--- config.mk ---
export PLATFORM = sky130hd
export DESIGN_NAME = edge_frame_sched
export DESIGN_NICKNAME = d
export VERILOG_FILES = /design/src/rtl/edge_frame_sched_pkg.sv /design/src/rtl/edge_frame_sched_sobel_coeff_rom.sv /design/src/rtl/edge_frame_sched.sv
export SDC_FILE = /design/constraint.sdc
export NUM_CORES = 1
export LEC_CHECK = 0
export CAP_MARGIN = 20
export CORE_ASPECT_RATIO = 0.7
export CORE_MARGIN = 4
export CORE_UTILIZATION = 41
export DETAILED_ROUTE_END_ITERATION = 12
export PLACE_DENSITY = 0.78
export SYNTH_ARGS = -nofsm -noshare
export SYNTH_HDL_FRONTEND = slang
export SYNTH_SLANG_ARGS = --single-unit
--- constraint.sdc ---
create_clock -name clk -period 2.1 [get_ports clk]
set_input_delay 0.525 -clock clk [delete_from_list [all_inputs] [get_ports clk]]
set_output_delay 0.525 -clock clk [all_outputs]
set_load 0.01 [all_outputs]
--- src/rtl/edge_frame_sched_pkg.sv ---
// edge_frame_sched shared types and constants.
// State encoding, Sobel coefficient encodings and coefficient lookup.
package edge_frame_sched_pkg;

  typedef enum logic [1:0] {
    ST_IDLE  = 2'd0,
    ST_RUN   = 2'd1,
    ST_DRAIN = 2'd2,
    ST_DONE  = 2'd3
  } state_e;

  localparam logic [31:0] F_ZERO = 32'h0000_0000;
  localparam logic [31:0] F_POS1 = 32'h3F80_0000;
  localparam logic [31:0] F_POS2 = 32'h4000_0000;
  localparam logic [31:0] F_NEG1 = 32'hBF80_0000;
  localparam logic [31:0] F_NEG2 = 32'hC000_0000;

  localparam int unsigned KADDR_W = 4;

  typedef struct packed {
    logic [31:0] gx;
    logic [31:0] gy;
  } coeff_t;

  // Row-major 3x3 kernel; addresses past the window read as zero.
  function automatic coeff_t sobel_lookup(
    input logic [KADDR_W-1:0] addr
  );
    coeff_t c;
    c = '{gx: F_ZERO, gy: F_ZERO};
    case (addr)
      4'd0: c = '{gx: F_NEG1, gy: F_NEG1};
      4'd1: c = '{gx: F_ZERO, gy: F_NEG2};
      4'd2: c = '{gx: F_POS1, gy: F_NEG1};
      4'd3: c = '{gx: F_NEG2, gy: F_ZERO};
      4'd4: c = '{gx: F_ZERO, gy: F_ZERO};
      4'd5: c = '{gx: F_POS2, gy: F_ZERO};
      4'd6: c = '{gx: F_NEG1, gy: F_POS1};
      4'd7: c = '{gx: F_ZERO, gy: F_POS2};
      4'd8: c = '{gx: F_POS1, gy: F_POS1};
      default: c = '{gx: F_ZERO, gy: F_ZERO};
    endcase
    return c;
  endfunction

endpackage

--- src/rtl/edge_frame_sched_sobel_coeff_rom.sv ---
// Sobel Gx/Gy coefficient source, combinational by kernel address.
// Ports: kernel_addr in [3:0]; coeff_x, coeff_y out [31:0] IEEE-754.
module sobel_coeff_rom
  import edge_frame_sched_pkg::*;
(
  input  logic [KADDR_W-1:0] kernel_addr,
  output logic [31:0]        coeff_x,
  output logic [31:0]        coeff_y
);

  coeff_t c;

  always_comb begin
    c       = sobel_lookup(kernel_addr);
    coeff_x = c.gx;
    coeff_y = c.gy;
  end

endmodule

--- src/rtl/edge_frame_sched.sv ---
// Frame scheduler: admits one frame of windows per start, forwards
// features, supplies Sobel coefficients. Macro EDGE_BINARIZE_EN adds
// a threshold input and binarised out_data. Ports: clk, rst (sync,
// active-low), start/abort, window handshake, conv handshakes,
// kernel_addr/coeff_x/coeff_y, feature in/out, busy/frame_done/err.
module edge_frame_sched
  import edge_frame_sched_pkg::*;
#(
  parameter int WIDTH  = 640,
  parameter int HEIGHT = 480
) (
  input  logic               clk,
  input  logic               rst,
  input  logic               start,
  input  logic               abort,
  input  logic               win_valid,
  output logic               win_ready,
  output logic               conv_data_valid,
  output logic               conv_last_pixel,
  input  logic               conv_data_ready,
  input  logic [KADDR_W-1:0] kernel_addr,
  output logic [31:0]        coeff_x,
  output logic [31:0]        coeff_y,
  input  logic               feat_valid,
  input  logic [7:0]         feat_data,
  input  logic               feat_last,
  output logic               conv_result_ready,
`ifdef EDGE_BINARIZE_EN
  input  logic [7:0]         threshold,
`endif
  output logic               out_valid,
  output logic [7:0]         out_data,
  output logic               out_last,
  input  logic               out_ready,
  output logic               busy,
  output logic               frame_done,
  output logic               err
);

  localparam int NWIN  = (WIDTH - 2) * (HEIGHT - 2);
  localparam int CNT_W = $clog2(NWIN + 1);
  localparam logic [CNT_W-1:0] LAST_IDX = CNT_W'(NWIN - 1);
  localparam logic [CNT_W-1:0] CNT_ONE  = CNT_W'(1);

  state_e           state_q, state_d;
  logic [CNT_W-1:0] issued_q, issued_d;
  logic [CNT_W-1:0] received_q, received_d;
  logic             err_q, err_d;
  logic             frame_done_q, frame_done_d;

  logic             feat_path;
  logic             feat_hs;
  logic             feat_final;

  sobel_coeff_rom u_rom (
    .kernel_addr (kernel_addr),
    .coeff_x     (coeff_x),
    .coeff_y     (coeff_y)
  );

  always_ff @(posedge clk) begin
    if (!rst) begin
      state_q      <= ST_IDLE;
      issued_q     <= '0;
      received_q   <= '0;
      err_q        <= 1'b0;
      frame_done_q <= 1'b0;
    end else begin
      state_q      <= state_d;
      issued_q     <= issued_d;
      received_q   <= received_d;
      err_q        <= err_d;
      frame_done_q <= frame_done_d;
    end
  end

  // Feature path is only live while a frame is outstanding; otherwise
  // stray results are sunk so the convolution engine never stalls.
  always_comb begin
    feat_path = (state_q == ST_RUN) || (state_q == ST_DRAIN);
    out_valid = feat_path & feat_valid;
    out_last  = feat_path & feat_last;
    conv_result_ready = feat_path ? out_ready : 1'b1;
    feat_hs    = out_valid & out_ready;
    feat_final = feat_hs && (received_q == LAST_IDX);
  end

`ifdef EDGE_BINARIZE_EN
  assign out_data = (feat_data >= threshold) ? 8'hFF : 8'h00;
`else
  assign out_data = feat_data;
`endif

  always_comb begin
    state_d         = state_q;
    issued_d        = issued_q;
    received_d      = received_q;
    err_d           = err_q;
    frame_done_d    = 1'b0;
    win_ready       = 1'b0;
    conv_data_valid = 1'b0;
    conv_last_pixel = 1'b0;

    if (feat_hs) begin
      received_d = received_q + CNT_ONE;
      // feat_last must mark exactly the final feature of the frame.
      if (feat_final != feat_last) err_d = 1'b1;
    end

    case (state_q)
      ST_IDLE: begin
        issued_d   = '0;
        received_d = '0;
        if (start) begin
          state_d = ST_RUN;
          err_d   = 1'b0;
        end
      end
      ST_RUN: begin
        conv_data_valid = win_valid;
        win_ready       = win_valid & conv_data_ready;
        conv_last_pixel = (issued_q == LAST_IDX);
        if (win_ready) begin
          issued_d = issued_q + CNT_ONE;
          if (issued_q == LAST_IDX) state_d = ST_DRAIN;
        end
      end
      ST_DRAIN: begin
        if (feat_final) begin
          state_d      = ST_DONE;
          frame_done_d = 1'b1;
        end
      end
      ST_DONE: begin
        state_d = ST_IDLE;
      end
      default: state_d = ST_IDLE;
    endcase

    if (abort) begin
      state_d      = ST_IDLE;
      issued_d     = '0;
      received_d   = '0;
      err_d        = err_q;
      frame_done_d = 1'b0;
    end
  end

  assign busy       = (state_q != ST_IDLE);
  assign frame_done = frame_done_q;
  assign err        = err_q;

endmodule

# Word level (Yosys, flattened, before mapping)

Memory sizes are Yosys's and may differ from the RTL's.
Index checks and enable logic that the tools add are counted.

Equal/unequal tests: 10
Reductions and logical operators: 10
Bitwise gates (word level): 6
Add/subtract/negate cells: 2
Mux-type cells: 16

Operator list:

| kind                                                            | count |
|---|---|
| 19-bit by 1-bit adder with 19-bit output, second input constant | 2 |
| 19-bit == test, second input constant                           | 2 |
| 19-bit one-hot mux with 2 select lines                          | 1 |
| 19-bit two-way mux                                              | 1 |
| 1-bit two-way mux                                               | 9 |
| 2-bit two-way mux                                               | 4 |
| 2-bit one-hot mux with 4 select lines                           | 1 |
| 3-bit OR reduction                                              | 2 |
| 1-bit bitwise AND                                               | 4 |
| 2-bit == test, second input constant                            | 2 |
| 2-bit by 1-bit != test with 1-bit output, second input constant | 2 |
| 2-bit != test, second input constant                            | 2 |
| 4-bit AND reduction                                             | 1 |
| 2-bit nonzero test                                              | 2 |
| 2-bit by 1-bit == test with 1-bit output, second input constant | 1 |
| 2-bit zero test                                                 | 1 |
| 1-bit inverter                                                  | 2 |
| 2-bit AND reduction                                             | 1 |
| 2-bit OR reduction                                              | 1 |
| 1-bit logical AND                                               | 1 |
| 1-bit logical OR                                                | 1 |
| 1-bit != test                                                   | 1 |

Memories: 1
Bits of input ports: 21
Logic and storage cells: 50
Output and inout bits: 81
Register bits after elaboration: 42
ROM bits: 288

Memories:

| memory          | depth | bits a word | read ports | clocked after Yosys merged registers in | wr ports | line                       | text |
|---|---|---|---|---|---|---|---|
| (no name shown) | 16    | 18          | 1          | 0                                       | 0        | edge_frame_sched_pkg.sv:31 | `case (addr)` |

# Depth between registers and ports, before layout

Word-level depth: 10
Mapped depth: 8
Gate-level depth less buffers: 7

# By module

A second synthesis with hierarchy kept.

Cell total of the unflattened synthesis: 347
Area total of the unflattened synthesis: 2,859.0 um^2

By module, submodules not included:

| module           | area each (um^2) | times used | cells an instance |
|---|---|---|---|
| edge_frame_sched | 2,238.4          | 1          | 266 |
| sobel_coeff_rom  | 620.6            | 1          | 81 |

# Worst setup path after synthesis

OpenSTA, ideal clock, no wires.

Path type: input-to-output
From: input port kernel_addr[2]
To: output port coeff_x[24]
Path slack: -0.231 ns
Stages: 4
Arrival time: 1.806 ns
Cell sequence: clkbuf_1 > a21oi_1 > o22ai_1 > buf_4

Cells in the longest elaborated chain, start to end: 1

RTL lines:

| what                    | line                   | text |
|---|---|---|
| start, declared         | edge_frame_sched.sv:21 | `input logic [KADDR_W-1:0] kernel_addr,` |
| memory read 16 x 18 bit | --                     |  |
| end, declared           | edge_frame_sched.sv:22 | `output logic [31:0] coeff_x,` |

Every way passes these cells.

# Worst setup path after layout

From: register issued_q[16]
To: output port conv_last_pixel

Cells in the longest elaborated chain, start to end: 2

RTL lines:

| what                   | line                    | text |
|---|---|---|
| start, declared        | edge_frame_sched.sv:46  | `logic [CNT_W-1:0] issued_q, issued_d;` |
| start signal, assigned | edge_frame_sched.sv:70  | `issued_q <= issued_d;` |
| 19-bit == test         | edge_frame_sched.sv:122 | `conv_last_pixel = (issued_q == LAST_IDX);` |
| 1-bit two-way mux      | edge_frame_sched.sv:110 | `case (state_q)` |
| end, declared          | edge_frame_sched.sv:19  | `output logic conv_last_pixel,` |

Every way passes these cells.

==> summary.txt <==
Layout
  – # fillers: 612
  – Multi-input logic area: 0.00163 mm2
  – Share of post-route cells with drive strength above 1: 0.235
  – Fin nets: 430
  – Register area: 845 um2
  – Final Util: 0.533
  – Antenna cells: 0
  – Syn-to-layout area delta: 23.9%

Route
  – Routed via count: 2298
  – Via density: 4.68
  – Drt total wl: 6180 um
  – Routed len/inst: 12.6 um
  – DRT antenna net count: 0
  – DRC viols: 0
  – 1st-iter DRT viols: 117
  – Pre-Repair DR Iteration Count: 4

CTS
  – # H-tree levels: 2
  – Maximum clock path buffer count: 2
  – CTS root buffer: clkbuf_8
  – CTS tree: yes
  – CTS clk-pin slew, worst paths: 0.08 ns
  – CTS Buf Count: 5
  – Worst skew pair latency: 0.30 ns
  – CTS sink count: 42

Run status
  – Failing checks: setup timing
  – Status: complete, but fails checks

Synth
  – Synth Area per Inst: 8.06 um2
  – Gate Count Post-Synth: 340
  – Distinct cells, synth: 39
  – Top cell type by total area after synthesis: dfxtp_1
  – Sequential share of the synthesized area: 0.307
  – Primary FF master, synth: dfxtp_1
  – Synthesized cell area: 0.00274 mm2
  – Post-synth top area share: 0.307
  – Number of flops mapped to enable cells by yosys: 0
  – Yosys reg bits: 42
  – Async SR Flop Fraction: 0
  – Synth area leaders: dfxtp_1 (31%), buf_4 (18%), nor2_1 (5.8%), ha_1 (4.6%), xnor2_1 (4.5%)
  – Yosys warnings: 0

Floorplan
  – Core Rows: 24
  – Die Span Y: 76.4 um
  – Initial Util: 0.430
  – Total die area: 0.00808 mm2
  – I/O pins: 102
  – Die Width: 106 um
  – Core area: 0.00637 mm2

Timing
  – Period utilization: 1.16
  – Setup violations, final: 3
  – Hold Fails Final Rpt: 0
  – Hold Slack: 0.512 ns
  – Slew Viols, Final: 0
  – Final Skew: 0.00642 ns
  – Setup WS post-layout: -0.331 ns
  – RSZ-0062 raised after global routing: true
  – Fmax: 411 MHz
  – Crit path time final: 2.43 ns

Worst setup path
  – CP max-delay cell: or4_1
  – Crit path capture type: primary output
  – CP Cell Sequence: or4_1 > or4_4 > nor3_2 > buf_2
  – Critical path fanouts, max: 2
  – R2R Path End: state_q[1]
  – Crit path launch type: flop
  – WP buf/inv: 1
  – Reg2Reg Depth: 6
  – Family with the most delay on the worst path: simple AND/OR/NAND/NOR gates
  – Data arrival time of the worst path: 1.91 ns
  – CP Data Required Time: 1.57 ns
  – Critical path class: reg -> out
  – R2r setup slk: -0.12 ns
  – R2r startpoint: issued_q[16]
  – CP max stage delay: 0.52 ns

Power and ir drop
  – Leak pwr: 1.31 nW
  – Total design power: 1.62 mW
  – Maximum vdd ir drop: 0.260 mV
  – PD cells: 476 mW/mm2

Global routing
  – Vias in the first global route: 2145
  – Largest net degree at the start of global routing: 20
  – Global-route wire length before repair: 9880 um
  – Gr usage total: 0.148
  – Total grt overflow: 0
  – Initial antenna violation count: 0

Hold path
  – Hold path start: received_q[10]
  – Hold WC Path Type: reg -> reg
  – Hold Path Cell Cnt: 2
  – WHS Endpoint: received_q[10]

Placement
  – Routability cong.: 0.855
  – Dpl hpwl: 4710 um
  – Port Buffer Count: 39

Run
  – Maxcap violations: 0
[synthesized netlist by cell type (all sizes together) (7+ instances only)]
cell type,number
a21oi,13
buf,68
dfxtp,42
ha,10
inv,10
nand2,27
nand3,19
nand4,8
nor2,42
nor3,9
o21ai,8
or3,7
xnor2,14
xor2,11
[placed cells by master, fill, tap and decap left out, drive strengths merged, types with 2 or more instances in the layout]
cell type,Yosys,routed
dlygate4sd2,0,10
nand2b,3,3
nor4b,3,3
nor3,9,9
o22ai,1,2
dfxtp,42,42
or3,7,7
conb,1,46
inv,10,10
a211oi,2,2
xnor2,14,14
mux2,4,4
a21oi,13,13
xor2,11,11
and4,3,3
nor3b,2,2
clkdlybuf4s50,0,10
nand3,19,19
buf,68,52
nor2,42,42
nor2b,2,2
clkdlybuf4s15,0,7
and2,6,6
clkbuf,6,8
o211ai,2,2
mux2i,3,3
and3,4,4
nand2,27,27
o21ai,8,8
ha,10,10
nand4,8,8
or4,3,3
[routing by layer]
layer | vias to the layer above | wire length, um | track usage
met1 | 1040 | 2810 | 0.196
met2 | 94 | 2840 | 0.236
met4 | 0 | 105 | 0.0556
met3 | 9 | 420 | 0.0296
met5 | - | 0 | 0
li1 | 1155 | - | -
[final cells by class]
| class | instances | area share |
|---|---|---|
| Tap cell | 91 | 0.0335 |
| Clock buffer | 7 | 0.0254 |
| Timing Repair Buffer | 80 | 0.200 |
| Sequential cell | 42 | 0.249 |
| Inverter | 10 | 0.0111 |
| Clock inverter | 1 | 0.00147 |
| Multi-Input combinational cell | 260 | 0.480 |
[tightest hold or removal path, cell delays in order (launching register included)]
cell and delay, ns:
dfxtp_1 0.33, o21ai_0 0.08, a21oi_1 0.06
[power breakdown]
group | switching (mW) | internal [mW] | total, mW
clock network | 0.270 | 0.265 | 0.535
registers | 0.00254 | 0.797 | 0.800
logic | 0.161 | 0.121 | 0.283
total | 0.433 | 1.18 | 1.62
[state kept, by name, summed over array words and instances (netlist names)]
signal      count
issued_q       19
frame_done      1
state_q         2
err             1
received_q     19
[metrics by stage]
step | std cells | cell area (um2) | worst slack, ns | setup TNS [ns]
after CTS | 492 | 3350 | -0.354 | -0.527
after global routing | 491 | 3400 | -0.395 | -0.654
after floorplan | 385 | 2920 | 0.0175 | 0
after global placement | 480 | 3190 | -0.709 | -14.79
final | 491 | 3400 | -0.331 | -0.464
after detailed placement | 480 | 3190 | -0.791 | -17.08
[timing repair]
action / in CTS / in global routing
cloned: 1 / 0
buffers inserted: 3 / 0
hold buffers: 0 / 0
gates resized for setup: 94 / 17
setup endpoints to repair: 27 / 23
pin swaps: 6 / 6
[how the worst max path moves through the flow]
stage                                 end  slack (ns)            from  cells after the start
final                     conv_last_pixel       -0.33    issued_q[16]                      4
after global routing      conv_last_pixel       -0.40    issued_q[16]                      4
after CTS                 conv_last_pixel       -0.35    issued_q[16]                      4
after detailed placement      coeff_x[29]       -0.79  kernel_addr[0]                      6
after global placement        coeff_y[29]       -0.71  kernel_addr[1]                      5
after floorplan               coeff_x[24]        0.02  kernel_addr[2]                      4
[cells by family after synthesis]
family,synth area share
xor+xnor,0.0799
simple gates,0.258
other cells,0.00137
compound gates,0.0744
fa+ha+maj,0.0457
mux,0.0274
buf+inv,0.207
flops,0.307
Power figures use the tool's default switching activity.
==> RTL edit (config.mk and constraints unchanged) <==
Set the parameter `WIDTH` to 1280 (it was 640).
--- a/src/rtl/edge_frame_sched.sv
+++ b/src/rtl/edge_frame_sched.sv
@@ -6,7 +6,7 @@
 module edge_frame_sched
   import edge_frame_sched_pkg::*;
 #(
-  parameter int WIDTH  = 640,
+  parameter int WIDTH  = 1280,
   parameter int HEIGHT = 480
 ) (
   input  logic               clk,
Formal check against the unedited RTL: same outputs for any inputs over 10 cycles, from zero or initial values and one cycle with rst low; that may be too few to reach the edited logic, so the function may still have changed.
==> RTL edit against the unedited design <==
  * Maximum frequency up 19%
  * Power up 1.0%
  * Clock power down 6.4%
  * Sequential share of layout area is 0.19 points lower
  * Final area rose by 5.6%
  * Highest routed layer unchanged
  * Sequential cell count up 2
  * Synthesized area up 6.1%
  * Combinational power up 4%
  * Setup slack improved by 390 ps
  * Wire length rose by 6.9%
==> RTL edit: results (changes against the unedited design) <==
status:
  outcome: "finished, final reports clean"
route:
  wl_met1_mm: 2.83  # +0.50%
  finalWirelength_mm: 6.60  # +6.9%
  dr_wl_met2_mm: 3.12  # +10%
  wl_met3_um: 554  # +32%
  dr.first_iter.drc_count: 205  # +75%
  wire_per_inst_um: 12.9  # +2.3%
  drtPass1Iterations: 5  # +1
setup_path:
  r2r_start: "issued_q[1]"
  startpoint: "win_valid"
  cpPeakStageDelay_ps: 490  # -30 ps
  r2r_slack_ps: 140  # +260 ps
  arrival_ps: 2270  # +360 ps
  cp_slowest_cell: "clkdlybuf4s50_1"
  crit_end: "issued_q[10]"
  r2r_cells: 7  # +1
pwr:
  p_switching_mw: 0.444  # +2.5%
  powerComb_mw: 0.294  # +4%
  p_clk_share_pct: 30.7  # -2.4 points
  combinationalPowerShare_pct: 18.0  # +0.5 points
  ir_drop_mv: 0.227  # -13%
  leakagePower_nw: 1.40  # +6.6%
yosys:
  yosysTopAreaCellShare_pct: 30.3  # -0.38 points
  ys_top_cells_by_count: "buf_4 (67), dfxtp_1 (44), nand2_1 (35), nor2_1 (35), nand3_1 (16)"
  synth_top_cells_by_area: "dfxtp_1 (30%), buf_4 (17%), nand2_1 (4.5%), nor2_1 (4.5%), ha_1 (4.3%)"
  synthDistinctLibCells: 49  # +26%
  synthAdderAreaFrac_pct: 4.30  # -0.26 points
  synth_compound_area_share_pct: 8.05  # +0.61 points
  syn_area_per_cell_um2: 8.16  # +1.3%
  synth_mux_area_share_pct: 2.24  # -0.50 points
placement:
  hpwl_mm: 4.96  # +5.3%
  dp_slack_ps: -822  # -30.5 ps
  dp_cells: 498  # +3.8%
  placed_area_mm2: 0.00336  # +5.5%
  gp_congestion: 0.858  # +0.26%
global_routing:
  use_met1_pct: 18.7  # -0.91 points
  grt_pass1_wl_mm: 10.8  # +9.2%
  grt_max_degree: 21  # +5.0%
  grt_pass1_vias: 2345  # +9.3%
  gr-usage-met3_pct: 2.88  # -0.088 points
clock_tree:
  postCtsSetupBuffers: 7  # +4
  hold_buffers: 0  # unchanged
  cts_resized: 105  # +12%
cells_and_area:
  drive_gt1_share_pct: 22.9  # -0.59 points
  final_nets: 450  # +4.7%
  fillers: 625  # +2.1%
  top_regs: "issued_q x20, received_q x20, state_q x2"
hold_path:
  min_from: "received_q[1]"
  hold_path_end: "received_q[1]"
timing:
  fin_crit_ps: 2040  # -392 ps
  whs_ps: 499  # -12.7 ps
RTL edit: cell count changes after synthesis, moves of 3 or more:
cell | unedited run | this run
mux2_1 | 0 | 3
mux2_2 | 4 | 1
nand3_1 | 19 | 16
nand4_1 | 8 | 14
nor2_1 | 42 | 35
and2_1 | 6 | 3
nand2_1 | 27 | 35
xnor2_1 | 14 | 10
RTL edit: area by class of cell:
| cell class | instances | area, um^2 | share of cell area (%) |
|---|---|---|---|
| multi-input combinational | 272 | 1740 | 48.4 |
| clock inverter | 1 | 5.00 | 0.140 |
| inverter | 10 | 37.5 | 1.05 |
| sequential | 44 | 885 | 24.7 |
| clock buffer | 6 | 72.6 | 2.02 |
| timing repair buffer | 86 | 732 | 20.4 |
| tap | 94 | 118 | 3.28 |
RTL edit: tightest hold or removal path, delay by kind of cell (launching register included):
family / cells / cell delay (ps)
AND/OR/NAND/NOR: 1 / 60
AO/OA/AOI/OAI: 1 / 60
flip-flops: 1 / 330
